**src/rtl/rom_loader.sv**
```systemverilog
`default_nettype none
// ============================================================================
//  Module   : rom_loader
//  Purpose  : Consumes the sys ROM byte stream, decodes an iNES header and
//             writes the payload as 16-bit words to SDRAM via a 4-deep FIFO.
//  Revision : 1.0  initial release
// ============================================================================
module rom_loader #(
    parameter int ADDR_W    = 22,
    parameter int BASE_ADDR = 0,
    parameter int HDR_BYTES = 16
) (
    input  logic              clk,
    input  logic              resetn,
    input  logic              rom_loading,
    input  logic [7:0]        rom_do,
    input  logic              rom_do_valid,
    output logic              mem_req,
    input  logic              mem_ack,
    output logic [ADDR_W-1:0] mem_addr,
    output logic [15:0]       mem_wdata,
    output logic [1:0]        mem_ds,
    output logic              hdr_valid,
    output logic [7:0]        prg_banks,
    output logic [7:0]        chr_banks,
    output logic [7:0]        mapper,
    output logic [23:0]       byte_count,
    output logic              overflow,
    output logic              load_done
);

    localparam logic [1:0] S_IDLE    = 2'd0;
    localparam logic [1:0] S_HEADER  = 2'd1;
    localparam logic [1:0] S_PAYLOAD = 2'd2;
    localparam logic [1:0] S_FLUSH   = 2'd3;

    localparam int              c_HDR_LAST = (HDR_BYTES > 0) ? HDR_BYTES - 1 : 0;
    localparam logic [ADDR_W-1:0] c_BASE   = ADDR_W'(BASE_ADDR);
    localparam logic [ADDR_W-1:0] c_ADDR_MAX = '1;

    logic [1:0]        r_state;
    logic [15:0]       r_hdr_idx;
    logic [7:0]        r_magic [0:3];
    logic [3:0]        r_map_lo;
    logic [3:0]        r_map_hi;
    logic              r_hdr_check;
    logic [7:0]        r_pend;
    logic              r_pend_valid;
    logic [ADDR_W-1:0] r_addr;
    logic              r_addr_spent;

    logic              r_stg_valid;
    logic [ADDR_W-1:0] r_stg_addr;
    logic [15:0]       r_stg_data;
    logic [1:0]        r_stg_ds;

    logic [ADDR_W-1:0] r_fifo_addr [0:3];
    logic [15:0]       r_fifo_data [0:3];
    logic [1:0]        r_fifo_ds   [0:3];
    logic [1:0]        r_wr_ptr;
    logic [1:0]        r_rd_ptr;
    logic [2:0]        r_count;

    logic              w_form_valid;
    logic [15:0]       w_form_data;
    logic [1:0]        w_form_ds;
    logic              w_pop;
    logic              w_push;
    logic              w_magic_ok;

    assign mapper     = {r_map_hi, r_map_lo};
    assign w_pop      = mem_req && mem_ack;
    assign w_push     = r_stg_valid && (r_count != 3'd4);
    assign w_magic_ok = (r_magic[0] == 8'h4E) && (r_magic[1] == 8'h45) &&
                        (r_magic[2] == 8'h53) && (r_magic[3] == 8'h1A);

    // A word is formed on an odd byte, or from a lone trailing byte when loading ends.
    always_comb begin
        w_form_valid = 1'b0;
        w_form_data  = 16'h0000;
        w_form_ds    = 2'b00;
        if (r_state == S_PAYLOAD) begin
            if (rom_do_valid) begin
                if (r_pend_valid) begin
                    w_form_valid = 1'b1;
                    w_form_data  = {rom_do, r_pend};
                    w_form_ds    = 2'b11;
                end else if (!rom_loading) begin
                    w_form_valid = 1'b1;
                    w_form_data  = {8'h00, rom_do};
                    w_form_ds    = 2'b01;
                end
            end else if (!rom_loading && r_pend_valid) begin
                w_form_valid = 1'b1;
                w_form_data  = {8'h00, r_pend};
                w_form_ds    = 2'b01;
            end
        end
    end

    always_ff @(posedge clk) begin
        if (!resetn) begin
            r_state      <= S_IDLE;
            r_hdr_idx    <= 16'd0;
            for (int i = 0; i < 4; i++) begin
                r_magic[i]     <= 8'h00;
                r_fifo_addr[i] <= '0;
                r_fifo_data[i] <= 16'h0000;
                r_fifo_ds[i]   <= 2'b00;
            end
            r_map_lo     <= 4'h0;
            r_map_hi     <= 4'h0;
            r_hdr_check  <= 1'b0;
            r_pend       <= 8'h00;
            r_pend_valid <= 1'b0;
            r_addr       <= '0;
            r_addr_spent <= 1'b0;
            r_stg_valid  <= 1'b0;
            r_stg_addr   <= '0;
            r_stg_data   <= 16'h0000;
            r_stg_ds     <= 2'b00;
            r_wr_ptr     <= 2'd0;
            r_rd_ptr     <= 2'd0;
            r_count      <= 3'd0;
            mem_req      <= 1'b0;
            mem_addr     <= '0;
            mem_wdata    <= 16'h0000;
            mem_ds       <= 2'b00;
            hdr_valid    <= 1'b0;
            prg_banks    <= 8'h00;
            chr_banks    <= 8'h00;
            byte_count   <= 24'd0;
            overflow     <= 1'b0;
            load_done    <= 1'b0;
        end else begin
            load_done   <= 1'b0;
            r_hdr_check <= 1'b0;
            if (r_hdr_check) hdr_valid <= w_magic_ok;

            r_stg_valid <= 1'b0;
            if (w_push) begin
                r_fifo_addr[r_wr_ptr] <= r_stg_addr;
                r_fifo_data[r_wr_ptr] <= r_stg_data;
                r_fifo_ds[r_wr_ptr]   <= r_stg_ds;
                r_wr_ptr              <= r_wr_ptr + 2'd1;
            end else if (r_stg_valid) begin
                overflow <= 1'b1;
            end
            r_count <= r_count + {2'b00, w_push} - {2'b00, w_pop};

            // The head entry stays queued until acknowledged, so full means 4 incl. in-flight.
            if (w_pop) begin
                mem_req  <= 1'b0;
                r_rd_ptr <= r_rd_ptr + 2'd1;
            end else if (!mem_req && r_count != 3'd0) begin
                mem_req   <= 1'b1;
                mem_addr  <= r_fifo_addr[r_rd_ptr];
                mem_wdata <= r_fifo_data[r_rd_ptr];
                mem_ds    <= r_fifo_ds[r_rd_ptr];
            end

            if (w_form_valid) begin
                if (r_addr_spent) begin
                    overflow <= 1'b1;
                end else begin
                    r_stg_valid <= 1'b1;
                    r_stg_addr  <= r_addr;
                    r_stg_data  <= w_form_data;
                    r_stg_ds    <= w_form_ds;
                    if (r_addr == c_ADDR_MAX) r_addr_spent <= 1'b1;
                    else                      r_addr       <= r_addr + 1'b1;
                end
            end

            case (r_state)
                S_IDLE: begin
                    if (rom_loading) begin
                        r_state      <= (HDR_BYTES == 0) ? S_PAYLOAD : S_HEADER;
                        for (int i = 0; i < 4; i++) r_magic[i] <= 8'h00;
                        r_map_lo     <= 4'h0;
                        r_map_hi     <= 4'h0;
                        hdr_valid    <= 1'b0;
                        prg_banks    <= 8'h00;
                        chr_banks    <= 8'h00;
                        byte_count   <= 24'd0;
                        overflow     <= 1'b0;
                        r_addr       <= c_BASE;
                        r_addr_spent <= 1'b0;
                        r_hdr_idx    <= 16'd0;
                        r_pend_valid <= 1'b0;
                    end
                end
                S_HEADER: begin
                    if (rom_do_valid) begin
                        case (r_hdr_idx)
                            16'd0:   r_magic[0] <= rom_do;
                            16'd1:   r_magic[1] <= rom_do;
                            16'd2:   r_magic[2] <= rom_do;
                            16'd3:   r_magic[3] <= rom_do;
                            16'd4:   prg_banks  <= rom_do;
                            16'd5:   chr_banks  <= rom_do;
                            16'd6:   r_map_lo   <= rom_do[7:4];
                            16'd7:   r_map_hi   <= rom_do[7:4];
                            default: ;
                        endcase
                        r_hdr_idx <= r_hdr_idx + 16'd1;
                        if (r_hdr_idx == 16'(c_HDR_LAST)) begin
                            r_state     <= S_PAYLOAD;
                            r_hdr_check <= 1'b1;
                        end
                    end
                    if (!rom_loading) r_state <= S_FLUSH;
                end
                S_PAYLOAD: begin
                    if (rom_do_valid) begin
                        if (byte_count != 24'hFFFFFF) byte_count <= byte_count + 24'd1;
                        if (r_pend_valid) begin
                            r_pend_valid <= 1'b0;
                        end else if (rom_loading) begin
                            r_pend       <= rom_do;
                            r_pend_valid <= 1'b1;
                        end
                    end
                    if (!rom_loading) begin
                        r_state      <= S_FLUSH;
                        r_pend_valid <= 1'b0;
                    end
                end
                default: begin
                    if (r_count == 3'd0 && !mem_req && !r_stg_valid) begin
                        r_state   <= S_IDLE;
                        load_done <= 1'b1;
                    end
                end
            endcase
        end
    end

endmodule
`default_nettype wire
```
**config.mk**
```make
export PLATFORM = sky130hd
export DESIGN_NAME = rom_loader
export DESIGN_NICKNAME = d
export VERILOG_FILES = /design/src/rtl/rom_loader.sv
export SDC_FILE = /design/constraint.sdc
export NUM_CORES = 1
export LEC_CHECK = 0
export BUFFER_PORTS_ARGS = -buffer_cell sky130_fd_sc_hd__buf_4
export CAP_MARGIN = 20
export CORE_ASPECT_RATIO = 0.8
export CORE_MARGIN = 2
export CORE_UTILIZATION = 41
export CTS_CLUSTER_DIAMETER = 60
export DETAILED_ROUTE_END_ITERATION = 10
export GPL_TIMING_DRIVEN = 0
export PLACE_DENSITY = 0.69
export SYNTH_ARGS = -nofsm -noshare
export SYNTH_HDL_FRONTEND = slang
export SYNTH_SLANG_ARGS = --single-unit
export TNS_END_PERCENT = 1
```
**constraint.sdc**
```tcl
create_clock -name clk -period 4.32 [get_ports clk]
set_input_delay 0.432 -clock clk [delete_from_list [all_inputs] [get_ports clk]]
set_output_delay 0.432 -clock clk [all_outputs]
set_load 0.01 [all_outputs]
```
# After elaboration in Yosys (flattened, before gate mapping)
# Memories as Yosys holds them, arrays and structs flattened. A register that Yosys moved wholly into a read port is not among the register bits.
# Cells that the tools add are included.
dict set report totals {
  ram_bits 192
  n_memories 4
  ff_bits 151
  out_inout_bits 92
  input_bits 13
  word_cells 230
}
dict set report classes {
  n_eq_ne 29
  n_reduce_logical 40
  bitwise_logic 12
  mux 115
  add_sub_neg 7
}
# memory depth width read_ports rd_clocked_by_memory_dff write_ports line_no
set mem_list {}
lappend mem_list {r_fifo_addr 4 22 1 1 4 57} ;# logic [ADDR_W-1:0] r_fifo_addr [0:3];
lappend mem_list {r_fifo_data 4 16 1 1 4 58} ;# logic [15:0] r_fifo_data [0:3];
lappend mem_list {r_magic 4 8 4 0 4 43} ;# logic [7:0] r_magic [0:3];
lappend mem_list {r_fifo_ds 4 2 1 1 4 59} ;# logic [1:0] r_fifo_ds [0:3];
# cell n
set op_table {}
lappend op_table {{$mux W22} 6}
lappend op_table {{$mux W8} 15}
lappend op_table {{$mux W16} 6}
lappend op_table {{$mux W24} 3}
lappend op_table {{$eq A16 B3 Y1 const B} 4}
lappend op_table {{$mux W1} 59}
lappend op_table {{$pmux W24 S2} 1}
lappend op_table {{$eq A16 B2 Y1 const B} 2}
lappend op_table {{$pmux W16 S2} 1}
lappend op_table {{$pmux W8 S2} 2}
lappend op_table {{$mux W2} 13}
lappend op_table {{$add A24 B1 Y24 const B} 1}
lappend op_table {{$eq A8 B7 Y1 const B} 3}
lappend op_table {{$ne A24 B24 Y1 const B} 1}
lappend op_table {{$reduce_and A4 Y1} 6}
lappend op_table {{$add A22 B1 Y22 const B} 1}
lappend op_table {{$eq A22 B22 Y1 const B} 1}
lappend op_table {{$reduce_or A22 Y1} 1}
lappend op_table {{$mux W4} 5}
lappend op_table {{$add A16 B1 Y16 const B} 1}
lappend op_table {{$eq A16 B1 Y1 const B} 1}
lappend op_table {{$eq A16 B4 Y1 const B} 1}
lappend op_table {{$logic_not A16 Y1} 1}
lappend op_table {{$pmux W4 S2} 2}
lappend op_table {{other kinds (26)} 66}

# Logic depth before layout (Yosys ltp)
dict set report logic_depth {
  depth_word 8
  depth_mapped 10
  depth_no_buf 10
}

# Worst setup path after synthesis
# Ideal clock, no wire load.
dict set report synth_path {
  path_type {flip-flop to flip-flop}
  startpoint {reg r_count[0]}
  endpoint {mem r_fifo_addr[1][0], enable pin}
  path_slack_ns 0.247
  required_time_ns 3.827
  t_arrival_ns 3.580
  path_stages_with_launch 5
  period_less_slack_ns 4.073
  cell_sequence {dfxtp_1 -> nor2_1 -> a21boi_1 -> inv_1 -> o21ai_0}
}
# element line_no
set synth_lines {}
lappend synth_lines {{start: declaration} 62} ;# logic [2:0] r_count;
lappend synth_lines {{start signal: assignment} 149} ;# r_count <= r_count + {2'b00, w_push} - {2'b00, w_pop};
lappend synth_lines {{end: declaration} 57}

==> results.ini <==
[routing]
drt_iter0_drc = 915
num_vias = 11600
postRouteAntennaNets = 0
drc_errors = 0
wl_per_cell_um = 17.8
first_pass_iters = 5
viasPerCell = 5.27
wl_um = 39200

[placed_design]
hpwl_um = 26900
routabilityCongestion = 0.836
io_buffers = 100
place_ws_ns = 1.19
placed_cell_area_um2 = 17900

[clock_network]
clk_latency_ns = 0.54
numCtsBuffers = 41
postCtsSetupRepairBufs = 0
clkTransAtPathRegs_ns = 0.06
ctsResizeCount = 0
cts_tree = built
clkSinkCount = 383
cts_hold_buf = 0
cts_max_path_buffers = 3
cts.root.buffer_cell = clkbuf_16
htreeDepth = 2

[setup_path]
critPathMaxStageDelay_ns = 0.67
cp-end-kind = flip-flop
critPathArrivalTime_ns = 3.26
worstSetupPathType = flip-flop to flip-flop
worstPathCellList = nor4_1, nand4b_1, clkbuf_1, o21ai_0, clkbuf_2
critPathLaunchType = flip-flop
cp_max_fo = 10
cp_slowest_cell = nor4_1
cp.required_ns = 4.56

[layout]
nFillCells = 3425
syn_to_final_growth_pct = 19.0
final_cell_mix = nand2_1, dfxtp_1, edfxtp_1, nor2_1, buf_4
multiInputGateArea_um2 = 6210
utilization = 0.493
design_area_um2 = 19400
seq_area_um2 = 9510
drive_above_1_share = 0.152
layout_commonest_cell = nand2_1
final_nets = 1659

[logic_synthesis]
async_reset_ff_frac = 0
synth_fp_nets = 1508
synth_compound_gate_area_share = 0.106
ys_seq_area_frac = 0.584
ys_ff_latch = 383
yosysUniqueCellTypes = 69
synth_mux_area_frac = 0.0578
synth-simple-area-share = 0.188
yosys.area_share.adder = 0.0105
synth-edff-count = 184
yosysWarnings = 0
synthXorXnorAreaFrac = 0.0172
syn_area_per_cell_um2 = 11.0
syn_area_um2 = 16300
synth_top_family_by_area = simple AND/OR/NAND/NOR gates
ys.flop_type = dfxtp_1
synthCells = 1482

[job]
max-cap-violations = 0

[timing]
setup_slack_ns = 1.30
finalHoldViolations = 0
final.setup.tns_ns = 0
min_period_ns = 3.02
relSlewSlack = 0.344
fmax_mhz = 331
worstMarginPinSlew_ns = 0.982
finalSetupViolations = 0
rsz0062_at_grt = false
drv_slew = 0
fin_skew_ns = 0.0228
fin_crit_sh = 0.699

[global_routing]
antenna_found_initial = 0
grt_overflow_total = 0
grt_pass1_wl_um = 62600
grt_pass1_vias = 11600
grt_max_degree = 26
grt.total_usage = 0.192

[floorplan]
rows = 65
die-area_um2 = 41300
pin_count = 105
initial_core_util = 0.415
die_x_um = 227
design.core.area_um2 = 39300
die_h_um = 182

[pwr]
peakVddDrop_v = 0.000242
power.density_nw_per_um2 = 500
p_leak_nw = 6.96

[worst_hold_path]
min_path_type = primary input to flip-flop

[outcome]
outcome = completed

## kinds of logic after synthesis
logic type,after synthesis
adders and majority gates,13
muxes,44
DFF,383
buffers and inverters,151
AOI/OAI and AO/OA,237
and+or+nand+nor,622
xor gates and xnor gates,32
## per-layer routing
layer | wire (um) | GRT usage | part of all wire | up-vias
met5 | 0 | 0 | 0 | -
met4 | 1080 | 0.0700 | 0.028 | 0
met3 | 2490 | 0.0327 | 0.063 | 70
met2 | 17800 | 0.301 | 0.45 | 344
met1 | 17900 | 0.268 | 0.46 | 5660
li1 | - | - | - | 5541
## area by class of cell
type	count	area share
Inverter	60	0.0116
Clock inverter	21	0.0145
Antenna cell	1	0.000129
Buffer	91	0.0189
Tap cell	536	0.0346
Timing Repair Buffer	108	0.0464
Sequential cell	383	0.491
Clock buffer	55	0.0626
Multi-Input combinational cell	948	0.321
## report_power, final
part / total, mW / switching [mW] / internal, mW
clock network: 3.82 / 1.43 / 2.39
registers: 4.21 / 0.141 / 4.07
logic: 1.67 / 1.08 / 0.586
total: 9.70 / 2.65 / 7.04
## metrics by stage
step                power, mW  hold WS, ns  std cells
finish                   9.70        0.326       2203
global route             10.1        0.350       2202
CTS                      9.77        0.301       2199
detailed placement       5.96        0.456       2123
global placement         5.90        0.451       2118
floorplan                5.28        0.444       1482
## synth_stat cells (9+ instances only)
cell,count,area share
xor2_1,12,0.0065
a21oi_1,41,0.013
nor2_1,123,0.028
ha_1,12,0.0092
dfxtp_1,199,0.24
inv_1,60,0.014
and3_1,9,0.0035
and2_1,79,0.030
nand3_1,25,0.0077
mux4_2,40,0.055
or3_1,30,0.012
a32o_1,16,0.0098
buf_1,9,0.0021
o21ai_0,34,0.010
nor2b_1,12,0.0046
xnor2_1,20,0.011
edfxtp_1,184,0.34
a21boi_0,80,0.037
nand4_1,15,0.0058
clkbuf_1,70,0.016
buf_2,9,0.0028
o21ai_1,9,0.0028
nand2_1,255,0.059
and4_1,9,0.0048
a22o_1,16,0.0086
## final timing paths
| kind | startpoint | to | slack [ns] | cells after the start |
|---|---|---|---|---|
| max | r_hdr_idx[9] | r_magic[1][3] | 1.30 | 5 |
| max reg2reg | r_hdr_idx[9] | r_magic[1][3] | 1.30 | 5 |
| min reg2reg | mem_addr[15] | mem_addr[15] | 0.46 | 2 |
| min | rom_do[7] | r_stg_data[7] | 0.33 | 4 |
## registers in the layout, summed over array words and instances, names as in the netlist, 2 cells and up
register,cells
byte_count,24
chr_banks,8
mem_addr,22
mem_ds,2
mem_wdata,16
prg_banks,8
r_addr,22
r_count,3
r_fifo_addr,88
r_fifo_data,64
r_fifo_ds,8
r_hdr_idx,16
r_magic,32
r_map_hi,4
r_map_lo,4
r_pend,8
r_rd_ptr,2
r_state,2
r_stg_addr,22
r_stg_data,16
r_stg_ds,2
r_wr_ptr,2
## critical path: cells and delay by family, from the launching register on
family	cells	cell delay, ns
AND/OR/NAND/NOR	2	1.13
buffers and inverters	2	0.65
flip-flops	1	0.36
AO/OA/AOI/OAI	1	0.59
No activity file was read; power rests on OpenSTA's default activity.
